**src/rtl/ascon_stream_ctrl.sv**
```systemverilog
// Host-side sequencer for the Ascon wrapper: splits one input stream into AD/PT
// FIFO pushes, drains ciphertext to an output stream and reports the tag.
module ascon_stream_ctrl #(
  parameter int DATA_AW     = 7,
  parameter int BLOCK_WIDTH = 64
) (
  input  logic                   clk,
  input  logic                   rst,
  input  logic                   cmd_valid_i,
  output logic                   cmd_ready_o,
  input  logic [DATA_AW-1:0]     cmd_ad_size_i,
  input  logic [DATA_AW-1:0]     cmd_pt_size_i,
  input  logic                   in_valid_i,
  output logic                   in_ready_o,
  input  logic [BLOCK_WIDTH-1:0] in_data_i,
  output logic                   out_valid_o,
  input  logic                   out_ready_i,
  output logic [BLOCK_WIDTH-1:0] out_data_o,
  output logic                   out_last_o,
  output logic                   tag_valid_o,
  output logic [127:0]           tag_o,
  output logic                   start_o,
  input  logic                   ready_i,
  output logic [DATA_AW-1:0]     ad_size_o,
  output logic [DATA_AW-1:0]     pt_size_o,
  output logic                   ad_push_o,
  output logic [BLOCK_WIDTH-1:0] ad_o,
  input  logic                   ad_full_i,
  output logic                   pt_push_o,
  output logic [BLOCK_WIDTH-1:0] pt_o,
  input  logic                   pt_full_i,
  output logic                   ct_pop_o,
  input  logic [BLOCK_WIDTH-1:0] ct_i,
  input  logic                   ct_empty_i,
  input  logic                   tag_valid_i,
  input  logic [127:0]           tag_i
);

  localparam int CW = DATA_AW + 1;

  typedef enum logic [1:0] {IDLE, START, RUN, DONE} state_e;

  state_e                 state_q, state_d;
  logic [DATA_AW-1:0]     ad_size_q, ad_size_d;
  logic [DATA_AW-1:0]     pt_size_q, pt_size_d;
  logic [CW-1:0]          ad_rem_q, ad_rem_d;
  logic [CW-1:0]          pt_rem_q, pt_rem_d;
  logic [CW-1:0]          ct_rem_q, ct_rem_d;
  logic                   tag_seen_q, tag_seen_d;
  logic [127:0]           tag_q, tag_d;
  logic                   out_valid_q, out_valid_d;
  logic                   out_last_q, out_last_d;
  logic [BLOCK_WIDTH-1:0] out_data_q, out_data_d;

  logic cmd_fire;
  logic ad_phase;
  logic run_done;

  // Extra count bit keeps 127 bytes + 7 from wrapping before the divide.
  function automatic logic [CW-1:0] num_blocks(input logic [DATA_AW-1:0] size);
    logic [CW-1:0] padded;
    padded = {1'b0, size} + CW'(7);
    return padded >> 3;
  endfunction

  assign cmd_fire = cmd_valid_i && cmd_ready_o;
  assign ad_phase = (ad_rem_q != '0);
  assign run_done = (ad_rem_q == '0) && (pt_rem_q == '0) && (ct_rem_q == '0) &&
                    tag_seen_q && (!out_valid_q || out_ready_i);

  always_ff @(posedge clk) begin
    if (rst) begin
      state_q     <= IDLE;
      ad_size_q   <= '0;
      pt_size_q   <= '0;
      ad_rem_q    <= '0;
      pt_rem_q    <= '0;
      ct_rem_q    <= '0;
      tag_seen_q  <= 1'b0;
      tag_q       <= '0;
      out_valid_q <= 1'b0;
      out_last_q  <= 1'b0;
      out_data_q  <= '0;
    end else begin
      state_q     <= state_d;
      ad_size_q   <= ad_size_d;
      pt_size_q   <= pt_size_d;
      ad_rem_q    <= ad_rem_d;
      pt_rem_q    <= pt_rem_d;
      ct_rem_q    <= ct_rem_d;
      tag_seen_q  <= tag_seen_d;
      tag_q       <= tag_d;
      out_valid_q <= out_valid_d;
      out_last_q  <= out_last_d;
      out_data_q  <= out_data_d;
    end
  end

  always_comb begin
    state_d = state_q;
    case (state_q)
      IDLE:    if (cmd_fire) state_d = START;
      START:   state_d = RUN;
      RUN:     if (run_done) state_d = DONE;
      DONE:    state_d = IDLE;
      default: state_d = IDLE;
    endcase
  end

  always_comb begin
    cmd_ready_o = 1'b0;
    start_o     = 1'b0;
    tag_valid_o = 1'b0;
    in_ready_o  = 1'b0;
    ad_push_o   = 1'b0;
    pt_push_o   = 1'b0;
    ct_pop_o    = 1'b0;
    case (state_q)
      IDLE:  cmd_ready_o = ready_i;
      START: start_o = 1'b1;
      RUN: begin
        in_ready_o = (ad_phase && !ad_full_i) ||
                     (!ad_phase && (pt_rem_q != '0) && !pt_full_i);
        ad_push_o  = in_valid_i && in_ready_o && ad_phase;
        pt_push_o  = in_valid_i && in_ready_o && !ad_phase;
        ct_pop_o   = !ct_empty_i && (ct_rem_q != '0) && (!out_valid_q || out_ready_i);
      end
      DONE:    tag_valid_o = 1'b1;
      default: ;
    endcase
  end

  always_comb begin
    ad_size_d   = ad_size_q;
    pt_size_d   = pt_size_q;
    ad_rem_d    = ad_rem_q;
    pt_rem_d    = pt_rem_q;
    ct_rem_d    = ct_rem_q;
    tag_seen_d  = tag_seen_q;
    tag_d       = tag_q;
    out_valid_d = out_valid_q;
    out_last_d  = out_last_q;
    out_data_d  = out_data_q;

    if (state_q == IDLE && cmd_fire) begin
      ad_size_d  = cmd_ad_size_i;
      pt_size_d  = cmd_pt_size_i;
      ad_rem_d   = num_blocks(cmd_ad_size_i);
      pt_rem_d   = num_blocks(cmd_pt_size_i);
      ct_rem_d   = num_blocks(cmd_pt_size_i);
      tag_seen_d = 1'b0;
    end

    if (ad_push_o) ad_rem_d = ad_rem_q - CW'(1);
    if (pt_push_o) pt_rem_d = pt_rem_q - CW'(1);

    // Output register refills on pop, otherwise empties once the sink takes it.
    if (ct_pop_o) begin
      out_data_d  = ct_i;
      out_valid_d = 1'b1;
      out_last_d  = (ct_rem_q == CW'(1));
      ct_rem_d    = ct_rem_q - CW'(1);
    end else if (out_ready_i) begin
      out_valid_d = 1'b0;
    end

    if ((state_q == START || state_q == RUN) && tag_valid_i) begin
      tag_d      = tag_i;
      tag_seen_d = 1'b1;
    end
  end

  assign ad_o        = in_data_i;
  assign pt_o        = in_data_i;
  assign ad_size_o   = ad_size_q;
  assign pt_size_o   = pt_size_q;
  assign out_valid_o = out_valid_q;
  assign out_last_o  = out_last_q;
  assign out_data_o  = out_data_q;
  assign tag_o       = tag_q;

endmodule

```
**config.mk**
```make
export PLATFORM = sky130hd
export DESIGN_NAME = ascon_stream_ctrl
export DESIGN_NICKNAME = d
export VERILOG_FILES = /design/src/rtl/ascon_stream_ctrl.sv
export SDC_FILE = /design/constraint.sdc
export NUM_CORES = 1
export LEC_CHECK = 0
export CORE_AREA = 2 2 240 242
export CTS_CLUSTER_DIAMETER = 200
export DETAILED_ROUTE_END_ITERATION = 10
export DIE_AREA = 0 0 242 244
export PLACE_DENSITY_LB_ADDON = 0.15
export SYNTH_ARGS = -nofsm -noshare
export SYNTH_HDL_FRONTEND = slang
export SYNTH_SLANG_ARGS = --single-unit
```
**constraint.sdc**
```tcl
create_clock -name clk -period 2.68 [get_ports clk]
set_input_delay 0.268 -clock clk [delete_from_list [all_inputs] [get_ports clk]]
set_output_delay 0.268 -clock clk [all_outputs]
set_load 0.01 [all_outputs]
```
Yosys cells after proc, flatten, opt, wreduce, memory -nomap -nowiden
Cells that the tools add are included.

Flip-flop bits (word level): 235. Word-level logic and storage cells: 77. Input bits: 280. Output and inout bits: 343.

Reductions and logical operators: 36. Mux-type cells: 19. Eq/ne operators: 6. $add $sub $neg: 5.

Operator list (count): 8-bit 2-to-1 mux (5); 8-bit logical NOT (3); 8-bit nonzero test (3); 8-bit by 1-bit subtractor with 8-bit output (second input constant) (3); 7-bit by 3-bit adder with 8-bit output (second input constant) (2); 1-bit logical AND (15); 1-bit 2-to-1 mux (11); 2-bit nonzero test (5); 8-bit by 1-bit == test with 1-bit output (second input constant) (1); 2-bit case mux with 4 select lines (1); 1-bit logical NOT (5); 2-bit == test (second input constant) (2); 2-bit 2-to-1 mux (2); 2-bit != test (second input constant) (2); 1-bit logical OR (3); 2-bit by 1-bit == test with 1-bit output (second input constant) (1); 2-bit logical NOT (1); 2-bit AND reduction (1).

Longest topological paths before layout
Depth in word-level cells: 9. Gate-level depth with buffers: 9. Depth with buffers taken out: 8.

Worst setup path before layout
OpenSTA, ideal clock, no wires.

Kind: register to register. Start point: reg ad_rem_q[0]. End point: reg pt_rem_q[7]. Cell stages (with the launch flop): 9. Data required time: 2606 ps. Data arrival time: 1983 ps. Period minus slack after synthesis: 2057 ps. Setup slack: 623 ps. Cells stage by stage: dfxtp_1 -> inv_1 -> ha_1 -> nor4b_4 -> nand4_1 -> or3_4 -> buf_6 -> or3_1 -> a31oi_1.

Word-level cells in the longest chain between the ends: 9.

RTL lines: start: declaration (line 46) `logic [CW-1:0] ad_rem_q, ad_rem_d;`; start signal: assignment (line 88) `ad_rem_q <= ad_rem_d;`; 8-bit nonzero test * (line 67) `assign ad_phase = (ad_rem_q != '0);`; 1-bit logical NOT (line 123, 125); 1-bit logical AND (2 in a row) (line 123) `(!ad_phase && (pt_rem_q != '0) && !pt_full_i);`; 1-bit logical OR (line 122) `in_ready_o = (ad_phase && !ad_full_i) ||`; 1-bit logical AND (line 125) `pt_push_o = in_valid_i && in_ready_o && !ad_phase;`; 1-bit logical AND * (line 125); 1-bit 2-to-1 mux * (line 118) `case (state_q)`; 8-bit 2-to-1 mux / 2-bit nonzero test (equally long branches); end signal: assignment (line 89) `pt_rem_q <= pt_rem_d;`; end: declaration (line 47) `logic [CW-1:0] pt_rem_q, pt_rem_d;`.

Every way passes the cells marked *; elsewhere a longest branch is shown, timed or not. A chain may end at the register's enable or synchronous reset.

Worst setup path in the final report
Start point: reg ad_rem_q[1]. End point: out in_ready_o.

Word-level cells in the longest chain between the ends: 6.

RTL lines: 8-bit nonzero test * (line 67); 1-bit logical NOT (line 123); 1-bit logical AND (2 in a row) (line 123); 1-bit logical OR * (line 122); 1-bit 2-to-1 mux * (line 118); end: declaration (line 14) `output logic in_ready_o,`.

Marks and branches as above.

==> impl_metrics.py <==
metrics = {
    "floorplan": {
        "fp.dieH_um": 244,
        "die_area_mm2": 0.0590,
        "placementRows": 87,
        "ios": 623,
        "die_x_um": 242,
        "start_util_pct": 17.4,
        "coreArea_mm2": 0.0562,
    },
    "yosys": {
        "ys.flop_type": "dfxtp_1",
        "netlist_instances": 1262,
        "syn_area_per_cell_um2": 7.75,
        "synth_area_leaders": "dfxtp_1, nand2_1, a21oi_1, buf_4, clkbuf_1",
        "syn_nets": 1551,
        "synth_area_leader_cell": "dfxtp_1",
        "ys_types": 46,
        "syn_area_mm2": 0.00978,
        "ys_ff_latch": 235,
        "synthArstFlopShare_pct": 0,
        "seq_area_frac_synth_pct": 48.1,
        "synth_top_area_share_pct": 48.1,
        "synth-edff-count": 0,
        "yosys_warnings": 0,
    },
    "global_routing": {
        "grt_pass1_vias": 9091,
        "grt_pass1_wl_um": 55300,
        "grt_max_degree": 107,
        "antenna_found_initial": 1,
        "gr-total-overflow": 0,
        "grt_usage_pct": 11.8,
    },
    "setup_path": {
        "crit_type": "register to output port",
        "worstPathArrival_ns": 2.24,
        "worstPathCellList": "inv_1, ha_4, nor4b_4, buf_4, nand2_1, nor3_1, o21a_1, dlygate4sd2_1",
        "max_stage_delay_ns": 0.34,
        "endpoint_kind": "output port",
        "crit_buf_inv": 3,
        "crit_slowest_cell": "dfxtp_1",
        "critPathTopFamily": "buffers and inverters",
        "critPathRequiredTime_ns": 2.41,
        "start_kind": "register",
        "cp_max_fo": 5,
    },
    "timing": {
        "fmax_ghz": 0.399,
        "period_needed_ns": 2.50,
        "skew_ns": 0.0113,
        "rsz0062_at_grt": "false",
        "maxSlewHeadroom_pct": 49.5,
        "setup_tns_ns": 0,
        "finalHoldViolCount": 0,
        "setup_viol_count_final": 0,
        "fin_ws_ns": 0.175,
        "worst_slew_pin_slew_ns": 0.747,
        "maxSlewViolCount": 0,
        "post-route-period-util_pct": 93.5,
        "whs_ns": 0.136,
    },
    "detailed_routing": {
        "route.met2.wl_um": 18100,
        "wl_um": 37000,
        "dr.first_iter.drc_count": 320,
        "vias": 9122,
        "avgViaCountPerCell": 3.92,
        "routed-wl-met3_um": 3380,
        "antenna_left": 0,
        "highest_layer": "met5",
        "firstDrtPassIters": 4,
        "wl_met1_um": 14400,
        "remaining_drc_errors": 0,
        "wl_per_cell_um": 15.9,
    },
    "clock_network": {
        "clock_latency_ns": 0.58,
        "root_buffer": "clkbuf_16",
        "clk_pin_slew_worst_paths_ns": 0.06,
        "cts_buffers": 31,
        "postCtsHoldBufs": 0,
        "tritoncts": "built",
        "htree_levels": 1,
        "cts_buffer_depth": 3,
        "cts_sinks": 235,
    },
    "final_layout": {
        "utilization_pct": 26.9,
        "finalNonFillerCells": 2327,
        "syn2layout_area_growth_pct": 54.8,
        "drive_above_1_share_pct": 6.18,
        "num-nets-final": 1835,
        "finalInstanceArea_mm2": 0.0151,
    },
    "place": {
        "place_congestion": 0.760,
        "dp_hpwl_um": 26700,
        "io_buffers": 430,
        "post-place-cells": 2266,
        "place_ws_ns": 0.285,
        "postPlaceCellArea_mm2": 0.0141,
    },
    "job": {
        "max_cap_viol_count": 0,
    },
    "pwr": {
        "p_total_mw": 12.3,
        "peakVddDrop_mv": 0.492,
        "power.density_mw_per_mm2": 816,
        "leakage_nw": 5.14,
    },
    "run_status": {
        "status": "finished clean",
    },
    "min_path": {
        "hp-class": "primary input to register",
    },
}
==> metal layers <==
metal  global-route usage (%)  vias up
met5                        0        -
met4                     3.74        2
met3                     4.97       67
met2                     20.1      332
met1                     13.4     4138
li1                         -     4583
==> cells in the final DEF, fill, tap and decap left out, types with 5 or more instances in the layout <==
cell type and count:
nand2_1 435, clkdlybuf4s50_1 425, dfxtp_1 234, a21oi_1 226
clkbuf_16 31, buf_4 21, nor3_1 18, nor2_1 16
nand3_1 13, inv_1 10, clkbuf_8 10, nand2b_1 8
o21ai_0 8, a31oi_1 7, ha_1 7, clkbuf_1 7
buf_12 7, a211oi_1 5, clkinv_2 5
==> cells in the mapped netlist (4+ instances only) <==
cell / count
inv_1: 12
nand3_1: 13
ha_1: 9
a31oi_1: 7
buf_1: 9
clkbuf_1: 68
nor3_1: 18
a211oi_1: 5
nor4_1: 5
o21ai_0: 8
nand2b_1: 8
nor2_1: 16
mux2i_1: 4
o31ai_1: 4
a21oi_1: 226
nand2_1: 437
buf_4: 129
a311oi_1: 4
dfxtp_1: 235
==> logic make-up (layout without fill, tap and decap cells) <==
kind of cell / Yosys count / count (layout) / synth area share, %
adder cells (fa/ha/maj): 9 / 9 / 1.15
multiplexers: 4 / 4 / 0.409
XOR/XNOR: 5 / 5 / 0.448
other: 0 / 1 / 0
flip-flops: 235 / 235 / 48.1
buffers and inverters: 220 / 528 / 13.5
AO/OA/AOI/OAI: 268 / 268 / 14.7
AND/OR/NAND/NOR: 521 / 521 / 21.7
==> flip-flops by register name (all words and copies together), names as in the netlist <==
name	cells
ad_rem_q	8
ad_size_o	7
ct_rem_q	8
out_data_o	64
out_last_o	1
out_valid_o	1
pt_rem_q	8
pt_size_o	7
state_q	2
tag_o	128
tag_seen_q	1
==> power breakdown <==
group	internal [mW]	switching, mW	leakage, nW	total (mW)
registers	4.02	0.294	1.91	4.31
logic	1.81	2.02	2.72	3.83
clock network	2.56	1.65	0.512	4.21
==> cell type report <==
cell class,count,area (um2)
Multi-Input combinational cell,807,3800
Sequential cell,235,4710
Clock inverter,10,110
Fill cell,6137,41000
Inverter,13,51.3
Tap cell,756,946
Clock buffer,47,926
Antenna cell,1,2.50
Timing Repair Buffer,458,4600
==> path summary, 6_finish.rpt <==
path | startpoint | to | slack [ns] | cells past startpoint
max | ad_rem_q[1]$_SDFFE_PP0P_ | in_ready_o | 0.18 | 8
min | rst | ad_size_o[6]$_SDFFE_PP0P_ | 0.14 | 2
max reg2reg | ct_rem_q[2]$_SDFFE_PP0P_ | out_data_o[1]$_SDFFE_PP0P_ | 0.49 | 7
min reg2reg | tag_o[88]$_SDFFE_PP0P_ | tag_o[88]$_SDFFE_PP0P_ | 0.45 | 2
==> repair_timing <==
| action | 4_1_cts | 5_1_grt |
|---|---|---|
| pin swaps | 1 | 1 |
| setup buffers | 1 | 2 |
| endpoints found under the setup margin | 4 | 2 |
| gates resized for setup | 10 | 5 |
Note: power is estimated with default switching activity, not from simulation.
